`src/rtl/mr_row_sequencer_if.sv`:
```
// Row-multiplier link: the sequencer (master) issues rows and the scalar,
// the mult_MR datapath (slave) returns the product row and its overflow flag.
interface mr_row_sequencer_if #(
    parameter int ROW_W = 40
);
    logic [ROW_W-1:0] mul_row;
    logic [7:0]       mul_n;
    logic             mul_clr;
    logic [ROW_W-1:0] mul_out;
    logic             mul_ovf;

    modport master (output mul_row, mul_n, mul_clr, input mul_out, mul_ovf);
    modport slave  (input mul_row, mul_n, mul_clr, output mul_out, mul_ovf);
endinterface

```
`src/rtl/mr_row_sequencer.sv`:
```
// Sequences a ROWS x 5 matrix-by-scalar multiply one row per clock through mult_MR.
// Optional MR_OVF_ABORT_EN: finish early on the first captured row that overflows.
module mr_row_sequencer #(
    parameter int ROWS    = 5,
    parameter int ROW_W   = 40,
    parameter int MUL_LAT = 1
) (
    input  logic                  clk,
    input  logic                  rst,
    input  logic                  start,
    input  logic [ROWS*ROW_W-1:0] matrix_in,
    input  logic [7:0]            scalar_in,
    output logic                  busy,
    output logic                  done,
    output logic [ROWS*ROW_W-1:0] result,
    output logic                  ovf,
    output logic [ROWS-1:0]       ovf_row_mask,
    mr_row_sequencer_if.master    mul
);

    localparam int IW = $clog2(ROWS + 1);

    typedef enum logic [1:0] {IDLE, ISSUE, DRAIN, DONE} state_t;

    state_t                state, next_state;
    logic [ROWS*ROW_W-1:0] mat_q;
    logic [IW-1:0]         idx;
    logic [IW-1:0]         issue_idx;
    logic [MUL_LAT:0]      vld;
    logic [IW-1:0]         pidx [MUL_LAT+1];
    logic                  accept, issue, capture, last_cap, abort;

    always_ff @(posedge clk or negedge rst) begin
        if (!rst) state <= IDLE;
        else      state <= next_state;
    end

    // A row leaving the end of the valid pipe is the multiplier's current output.
    always_comb begin
        next_state  = state;
        accept      = 1'b0;
        issue       = 1'b0;
        issue_idx   = idx;
        busy        = 1'b0;
        done        = 1'b0;
        mul.mul_clr = 1'b0;
        capture     = vld[MUL_LAT] && (state == ISSUE || state == DRAIN);
        last_cap    = capture && (pidx[MUL_LAT] == IW'(ROWS - 1));
`ifdef MR_OVF_ABORT_EN
        abort       = capture && mul.mul_ovf;
`else
        abort       = 1'b0;
`endif
        case (state)
            IDLE: begin
                mul.mul_clr = 1'b1;
                if (start) begin
                    accept     = 1'b1;
                    issue      = 1'b1;
                    issue_idx  = '0;
                    next_state = ISSUE;
                end
            end
            ISSUE: begin
                busy = 1'b1;
                if (last_cap || abort)      next_state = DONE;
                else if (idx == IW'(ROWS))  next_state = DRAIN;
                else                        issue      = 1'b1;
            end
            DRAIN: begin
                busy = 1'b1;
                if (last_cap || abort) next_state = DONE;
            end
            DONE: begin
                done        = 1'b1;
                mul.mul_clr = 1'b1;
                next_state  = IDLE;
            end
            default: next_state = IDLE;
        endcase
    end

    // Row 0 is issued straight from matrix_in on the accepting edge; later rows come from the latch.
    always_ff @(posedge clk or negedge rst) begin
        if (!rst) begin
            mat_q        <= '0;
            idx          <= '0;
            vld          <= '0;
            for (int i = 0; i <= MUL_LAT; i++) pidx[i] <= '0;
            result       <= '0;
            ovf          <= 1'b0;
            ovf_row_mask <= '0;
            mul.mul_row  <= '0;
            mul.mul_n    <= '0;
        end else begin
            vld[0] <= issue;
            for (int i = 1; i <= MUL_LAT; i++) begin
                vld[i]  <= vld[i-1];
                pidx[i] <= pidx[i-1];
            end
            if (issue) begin
                pidx[0]     <= issue_idx;
                idx         <= issue_idx + 1'b1;
                mul.mul_row <= accept ? matrix_in[ROW_W-1:0]
                                      : mat_q[int'(issue_idx)*ROW_W +: ROW_W];
            end
            if (accept) begin
                mat_q        <= matrix_in;
                mul.mul_n    <= scalar_in;
                result       <= '0;
                ovf          <= 1'b0;
                ovf_row_mask <= '0;
            end
            if (capture) begin
                result[int'(pidx[MUL_LAT])*ROW_W +: ROW_W] <= mul.mul_out;
                ovf_row_mask[pidx[MUL_LAT]]                <= mul.mul_ovf;
                ovf                                        <= ovf | mul.mul_ovf;
            end
            if (abort) vld <= '0;
        end
    end

endmodule

```
`src/flat_wrapper.sv`:
```
// flat-port wrapper written by rule: the top's interface ports become plain ports
module mr_row_sequencer_flat 
#(
    parameter int ROWS    = 5,
    parameter int ROW_W   = 40,
    parameter int MUL_LAT = 1
)
  (clk, rst, start, matrix_in, scalar_in, busy, done, result, ovf, ovf_row_mask, mul_mul_row, mul_mul_n, mul_mul_clr, mul_mul_out, mul_mul_ovf);
  mr_row_sequencer_if #(.ROW_W(ROW_W)) mul_i ();
  input  logic clk;
  input  logic rst;
  input  logic start;
  input  logic [ROWS*ROW_W-1:0] matrix_in;
  input  logic [7:0] scalar_in;
  output logic busy;
  output logic done;
  output logic [ROWS*ROW_W-1:0] result;
  output logic ovf;
  output logic [ROWS-1:0] ovf_row_mask;
  output wire logic [$bits(mul_i.mul_row)-1:0] mul_mul_row;
  output wire logic [$bits(mul_i.mul_n)-1:0] mul_mul_n;
  output wire logic [$bits(mul_i.mul_clr)-1:0] mul_mul_clr;
  input wire logic [$bits(mul_i.mul_out)-1:0] mul_mul_out;
  input wire logic [$bits(mul_i.mul_ovf)-1:0] mul_mul_ovf;
  assign mul_mul_row = mul_i.mul_row;
  assign mul_mul_n = mul_i.mul_n;
  assign mul_mul_clr = mul_i.mul_clr;
  assign mul_i.mul_out = mul_mul_out;
  assign mul_i.mul_ovf = mul_mul_ovf;
  mr_row_sequencer #(.ROWS(ROWS), .ROW_W(ROW_W), .MUL_LAT(MUL_LAT)) u_core (.clk(clk), .rst(rst), .start(start), .matrix_in(matrix_in), .scalar_in(scalar_in), .busy(busy), .done(done), .result(result), .ovf(ovf), .ovf_row_mask(ovf_row_mask), .mul(mul_i));
endmodule
```
`config.mk`:
```
export PLATFORM = sky130hd
export DESIGN_NAME = mr_row_sequencer_flat
export DESIGN_NICKNAME = d
export VERILOG_FILES = /design/src/rtl/mr_row_sequencer_if.sv /design/src/rtl/mr_row_sequencer.sv /design/src/flat_wrapper.sv
export SDC_FILE = /design/constraint.sdc
export NUM_CORES = 1
export LEC_CHECK = 0
export ABC_AREA = 1
export CAP_MARGIN = 20
export CORE_ASPECT_RATIO = 1.4
export CORE_MARGIN = 3
export CORE_UTILIZATION = 30
export CTS_CLUSTER_SIZE = 10
export DETAILED_ROUTE_END_ITERATION = 10
export PLACE_DENSITY_LB_ADDON = 0.08
export SLEW_MARGIN = 15
export SYNTH_ARGS = -nofsm -noshare
export SYNTH_HDL_FRONTEND = slang
export SYNTH_SLANG_ARGS = --single-unit
```
`constraint.sdc`:
```
create_clock -name clk -period 4.2 [get_ports clk]
set_clock_uncertainty 0.15 [all_clocks]
set_input_delay 0.42 -clock clk [delete_from_list [all_inputs] [get_ports clk]]
set_output_delay 0.42 -clock clk [all_outputs]
set_load 0.03 [all_outputs]
```
==> results.md, run 1 <==
- Antenna violations before repair: 16
- Arrival time worst endpoint: 4210 ps
- Max-slew violations: 0
- Vias in the first global route: 23,200
- Via count: 23,500
- Full die area: 83,900 um2
- Flop pwr share: 26.0%
- Internal Dissipation: 13.5 mW
- Placed cells: 4,698
- Worst-path cell chain: ha_1 > ha_1 > nand3b_2 > nor2_1 > ha_1 > buf_4 > inv_1 > nor2_4 > nand2_2 > clkinv_1 > nand3_1 > nand3_1 > nand2_1
- VDD IR max: 0.000559 V
- Post-route cell area: 32,100 um2
- Starting Density: 30.4%
- Depth of the most critical reg-to-reg path: 13
- Layout Area Growth over Synthesis: 32.8%
- Hold path cells: 3
- # nets final: 3,968
- Setup CP Type: register to register
- Clock power share: 16.7%
- Fraction of layout cells with a size suffix above 1: 5.37%
- Worst-case clock buffer depth: 3
- Post-Route WL: 102,000 um
- Combinational Power Share: 57.4%
- Flop2flop setup slack: 400 ps
- DRT iter0 DRCs: 1,725
- Syn Nets: 3,546
- Worst slew pin tran: 1020 ps
- Die X: 246 um
- Residual DRC: 0
- DPL Wire Length: 74,900 um
- Leakage: 15.1 nW
- CP peak stage delay: 530 ps
- Hold path endpoint: u_core.mat_q[151]$_DFFE_PN0P_
- Routed wire per std cell: 21.3 um
- Mapped Cells: 3,282
- CTS tree: done
- DRT antenna net count: 0
- Global-route wire length before repair: 152,000 um
- Std cell rows: 122
- CP most frequent cell: ha_1
- IO Pins: 509
- Gpl congestion: 0.912
- Root buffer cell: clkbuf_16
- Max-cap viol count: 0
- Final Critical Period: 3800 ps
- YS warnings: 0
- Worst-skew pair later-pin latency: 630 ps
- Area after DPL: 30,300 um2
- WP data required: 4610 ps
- Clk pin slew, worst setup/hold paths: 60 ps
- Post-synthesis register bit count: 467
- Crit. End Element: register
- First drt pass iteration count: 6
- Status: finished, final reports clean
- Seq/Total Area, Yosys: 48.4%
- Post-CTS Resized: 0
- Final std cells w/o fill: 4,786
- Worst setup SP type: register
- Max Fclk: 263 MHz
- Total GRT Usage: 23.9%
- H-tree levels: 2
- Slowest-stage cell, CP: clkinv_1
- Power density over cell area: 868 nW/um2
- Final setup viols: 0
- Die Ht: 342 um
- Fin crit share: 90.5%
- Final hold vios: 0
- Placeable core area: 79,400 um2
- Port Buffers: 508
- R2r endpoint: u_core.result[50]$_DFF_PN0_
- Reg-to-Reg Start: u_core.pidx[2]$_DFF_PN0_
- Vias per cell: 4.90
- Hold Crit Class: primary input to register
- Largest net degree at the start of global routing: 160
- Worst-path fanout max: 18
- Cell Area, Synth: 24,100 um2
- Switching share of power: 51.5%
- Total CTS buffers: 56
- Setup_tns: 0 ps
- Switching pwr: 14.3 mW
- Hold Startpoint: matrix_in[151]
- Netlist cell types: 42
- Layout fillers: 8,420
- Average footprint of a synthesized cell: 7.35 um2
- Normalized max-slew margin: 31.8%
- Unrepaired setup endpoints after global routing: no
- Gr ovfl total: 0
- Clock sinks: 467
## critical path, delay by kind of cell (launching register included)
kind	cells	cell delay (ps)
buf+inv	3	900
fa+ha+maj	3	800
simple gates	7	1450
flops	1	430
## how the worst max path moves through the flow
stage,slack (ps),start,endpoint,cells after the start
floorplan,1260,u_core.pidx[2]$_DFF_PN0_,u_core.result[63]$_DFF_PN0_,13
global placement,490,u_core.pidx[2]$_DFF_PN0_,u_core.result[50]$_DFF_PN0_,13
detailed placement,400,u_core.pidx[2]$_DFF_PN0_,u_core.result[56]$_DFF_PN0_,13
CTS,400,u_core.pidx[2]$_DFF_PN0_,u_core.result[56]$_DFF_PN0_,13
global route,40,u_core.pidx[2]$_DFF_PN0_,u_core.result[56]$_DFF_PN0_,13
finish,400,u_core.pidx[2]$_DFF_PN0_,u_core.result[50]$_DFF_PN0_,13
## power by group through the flow
stage          Combinational (mW)  Clock, mW  Sequential [mW]
2_1_floorplan                8.56          0             8.45
3_3_place_gp                 16.0          0             7.29
3_5_place_dp                 16.0          0             7.30
4_1_cts                      16.1       4.80             7.24
5_1_grt                      17.5       4.97             7.44
6_report                     16.0       4.64             7.23
## stage by stage
stage                     hold WS [ps]  power, mW  setup WS (ps)  utilization (%)
final                              172       27.8            401             40.4
after global routing               160       29.9           42.1             40.4
after CTS                          124       28.1            396             40.3
after detailed placement           190       23.3            401             38.2
after global placement             185       23.3            495             38.2
after floorplan                  -25.6       17.0           1260                -
## registers in the layout (all words and copies together), names as in the netlist
signal / count
u_core.ovf_row_mask: 5
u_core.result: 200
u_core.mul.mul_row: 40
u_core.state: 2
u_core.idx: 3
u_core.pidx: 6
u_core.mul.mul_n: 8
u_core.ovf: 1
u_core.vld: 2
u_core.mat_q: 200
## kinds of logic (layout without fill, tap and decap cells)
group,count (synthesis),in the layout,synth area share (%)
compound gates,546,546,12.2
xor+xnor,1,1,0.0363
fa+ha+maj,12,12,0.622
buf+inv,445,887,7.28
flops,467,467,48.4
other cells,0,8,0
simple gates,1811,1811,31.4
## area by class of cell
class / count / area, um2 / share of cell area (%)
Antenna cell: 8 / 20.0 / 0.0625
Clock buffer: 70 / 1510 / 4.72
Clock inverter: 8 / 155 / 0.484
Inverter: 236 / 896 / 2.79
Multi-Input combinational cell: 2370 / 10700 / 33.4
Sequential cell: 467 / 11700 / 36.5
Tap cell: 1054 / 1320 / 4.11
Timing Repair Buffer: 573 / 5740 / 17.9
## per-layer routing
| layer | part of all wire [%] | track usage (%) | vias up |
|---|---|---|---|
| met5 | 0.081 | 0 | - |
| met4 | 4.2 | 9.24 | 10 |
| met3 | 7.7 | 5.71 | 169 |
| met2 | 48 | 40.7 | 846 |
| met1 | 40 | 29.2 | 11000 |
| li1 | - | - | 11500 |
## cell usage after synthesis, drive strengths merged
cell type | count | area, um2
o21a | 4 | 30.0
o31ai | 1 | 7.51
xor2 | 1 | 8.76
nand3 | 318 | 1610
clkbuf | 130 | 488
nand3b | 1 | 11.3
inv | 232 | 873
a21oi | 63 | 342
clkinv | 4 | 15.0
ha | 12 | 150
o211ai | 7 | 52.6
a41oi | 4 | 35.0
o21ai | 413 | 2110
nand4 | 59 | 382
nor3 | 14 | 143
nand2 | 1207 | 4590
nor2 | 212 | 846
o21bai | 15 | 113
buf | 79 | 380
o22ai | 24 | 150
o2111ai | 1 | 8.76
a22oi | 14 | 105
dfrtp | 467 | 11700
## what timing repair did
| action | 4_1_cts | 5_1_grt |
|---|---|---|
| endpoints found under the hold margin | 88 | 0 |
| hold buffers | 1 | 0 |
| setup buffers | 0 | 0 |
## cells in the final DEF, fill, tap and decap left out, types with 4 or more instances in the layout
cell type,count
nand4_1,57
nand2_1,1186
nor2_2,8
inv_1,226
a41oi_1,4
o21a_1,4
nor2_1,200
o21ai_0,397
o21ai_1,9
clkbuf_16,56
ha_1,12
inv_2,7
diode_2,8
a21oi_1,60
o211ai_1,7
nor3_1,7
clkbuf_8,6
nor3_4,7
buf_12,13
clkbuf_1,8
nand3_1,316
o22ai_1,24
clkdlybuf4s50_1,507
nor2_4,4
o21bai_1,15
buf_4,50
dfrtp_1,466
o21ai_2,5
nand2_2,17
a22oi_1,14
No activity file was read; power rests on OpenSTA's default activity.
==> run 2, diff against run 1 <==
==> constraint.sdc (replaced) <==
create_clock -name clk -period 3.6 [get_ports clk]
set_clock_uncertainty 0.15 [all_clocks]
set_input_delay 0.36 -clock clk [delete_from_list [all_inputs] [get_ports clk]]
set_output_delay 0.36 -clock clk [all_outputs]
set_load 0.03 [all_outputs]
==> results.md, run 2 (synthesized netlist as in run 1, its figures left out) <==
- Hold Startpoint: matrix_in[121]
- Largest regs: u_core.mat_q x200, u_core.result x200, u_core.mul.mul_row x40
- Full die area: 83,900 um2 (unchanged)
- CTS tree: done
- IO Pins: 509 (unchanged)
- H-tree levels: 2 (unchanged)
- Worst slew pin tran: 1010 ps (-9.41 ps)
- Worst-path cell chain: ha_1 > ha_1 > nand3b_2 > nor2_1 > ha_1 > inv_1 > nor2_4 > nand2_1 > a21oi_2 > buf_4 > nand4_1 > nand2_1
- Fraction of layout cells with a size suffix above 1: 6.16% (+0.79 points)
- Most common cell after layout, fill and taps aside: nand2_1
- Port Buffers: 508 (unchanged)
- Vias in the first global route: 23,600 (+1.7%)
- Setup CP Type: register to register
- Final setup viols: 0 (unchanged)
- # nets final: 3,996 (+0.71%)
- VDD IR max: 0.000418 V (-25%)
- Highest-count cells in the layout ignoring fill and taps: nand2_1 (1,185), clkdlybuf4s50_1 (507), dfrtp_1 (466)
- Gr ovfl total: 0 (unchanged)
- Switching pwr: 16.8 mW (+17%)
- Flop pwr share: 25.9% (about the same)
- Pre-CTS WS: 73.5 ps (-328 ps)
- Max Fclk: 303 MHz (+15%)
- Worst-path fanout max: 10 (-8)
- First drt pass iteration count: 5 (-1)
- Placeable core area: 79,400 um2 (unchanged)
- Final hold vios: 0 (unchanged)
- Worst-case clock buffer depth: 3 (unchanged)
- Internal Dissipation: 15.8 mW (+17%)
- Via count: 23,500 (-0.0085%)
- Clock sinks: 467 (unchanged)
- Multi-input combinational cell area: 10,700 um2 (+0.19%)
- WP data required: 4000 ps (-610 ps)
- Root buffer cell: clkbuf_16
- Std cell rows: 122 (unchanged)
- Buf/Inv on CP: 2 (-1)
- CP peak stage delay: 450 ps (-80 ps)
- Max-cap viol count: 0 (unchanged)
- Switching share of power: 51.6% (about the same)
- Starting Density: 30.4% (unchanged)
- Unrepaired setup endpoints after global routing: no
- Arrival time worst endpoint: 3700 ps (-510 ps)
- Largest net degree at the start of global routing: 160 (unchanged)
- Total GRT Usage: 23.7% (-0.18 points)
- Normalized max-slew margin: 32.5% (+0.63 points)
- Fin crit share: 91.6% (+1.1 points)
- Die Ht: 342 um (unchanged)
- Post-Route WL: 102,000 um (-0.30%)
- DRT iter0 DRCs: 1,761 (+2.1%)
- Die X: 246 um (unchanged)
- Max-slew violations: 0 (unchanged)
- Hold Crit Class: primary input to register
- CP most frequent cell: ha_1
- Reg-to-Reg Start: u_core.pidx[0]$_DFF_PN0_
- Layout fillers: 8,369 (-0.61%)
- CP top delay family: simple AND/OR/NAND/NOR gates
- DRT antenna net count: 0 (unchanged)
- DPL Wire Length: 75,300 um (+0.59%)
- Hold WS: 125 ps (-46.8 ps)
- FF/Latch Area: 11,700 um2 (unchanged)
- Crit. End Element: register
- Global-route wire length before repair: 151,000 um (-0.44%)
- Leakage: 15.2 nW (+0.65%)
- Status: finished, final reports clean
- Layout Area Growth over Synthesis: 33.3%
- Antenna violations before repair: 12 (-4)
- Worst-skew pair later-pin latency: 620 ps (about the same)
- Residual DRC: 0 (unchanged)
- Post CTS Setup Buffer Count: 0 (unchanged)
- Combinational Power Share: 58.4% (+1.0 points)
- Power density over cell area: 1010 nW/um2 (+17%)
- Setup_tns: 0 ps (unchanged)
- Worst Slack Setup Final: 304 ps (-97.0 ps)
- Worst setup SP type: register
- Routed wire per std cell: 21.1 um (-0.75%)
- Slowest-stage cell, CP: dfrtp_2
- Gpl congestion: 0.934 (+2.5%)
- Vias per cell: 4.88 (-0.47%)
- Clock power share: 15.7% (-1.0 points)
- Clk pin slew, worst setup/hold paths: 60 ps (about the same)
- Total CTS buffers: 55 (-1.8%)
- Final Critical Period: 3300 ps (-503 ps)
- CP Launch Point: u_core.pidx[0]$_DFF_PN0_
==> run 2: timing repair <==
item | in CTS | in global routing
hold buffers | 1 | 0
setup endpoints to repair | 0 | 56
gates resized for setup | 0 | 5
endpoints found under the hold margin | 64 | 0
==> run 2: layout make-up <==
class	instances	area share, %
clock buffers	66	4.66
inverters	236	2.80
diodes	6	0.0467
repair buffers	602	18.5
flip-flops and latches	467	36.3
multi-input cells	2370	33.4
well taps	1054	4.10
clock inverters	7	0.163
==> run 2: per-layer routing <==
layer | track usage (%) | up-vias | routed length, um
met4 | 8.67 | 12 | 3990
met5 | 0 | - | 100
met3 | 4.72 | 172 | 6360
li1 | - | 11500 | -
met1 | 29.2 | 11000 | 41100
met2 | 41.0 | 777 | 50000
==> run 2: tightest hold or removal path, delay by kind of cell <==
| kind | cells | cell delay [ps] |
|---|---|---|
| buffers and inverters | 1 | 390 |
| AND/OR/NAND/NOR | 2 | 100 |
==> run 2: power groups by stage <==
stage | registers [mW] | clock network [mW] | logic (mW)
2_1_floorplan | 9.86 | 0 | 9.99
3_3_place_gp | 8.51 | 0 | 19.1
3_5_place_dp | 8.52 | 0 | 19.1
4_1_cts | 8.46 | 5.31 | 19.1
5_1_grt | 8.68 | 5.48 | 20.8
6_report | 8.44 | 5.13 | 19.1
==> run 2: worst paths after layout <==
| check | end | cells after the start | slack (ps) |
|---|---|---|---|
| worst max register to register | u_core.result[95]$_DFF_PN0_ | 12 | 300 |
| max in group asynchronous | u_core.mat_q[107]$_DFFE_PN0P_ | 3 | 2190 |
| worst min-delay path | u_core.mat_q[121]$_DFFE_PN0P_ | 3 | 130 |
| worst min register to register | u_core.vld[1]$_DFF_PN0_ | 0 | 210 |
| min in group asynchronous | u_core.result[45]$_DFF_PN0_ | 2 | 160 |
| worst max-delay path | u_core.result[95]$_DFF_PN0_ | 12 | 300 |
==> run 2: per-stage QoR <==
stage / power, mW / cell area [um2] / std cells / utilization [%]
after floorplan: 19.9 / 24100 / 3282 / -
after global routing: 34.9 / 32200 / 4802 / 40.5
final: 32.6 / 32200 / 4808 / 40.5
after detailed placement: 27.6 / 30600 / 4727 / 38.5
after global placement: 27.6 / 30600 / 4727 / 38.5
after CTS: 32.9 / 32100 / 4801 / 40.5
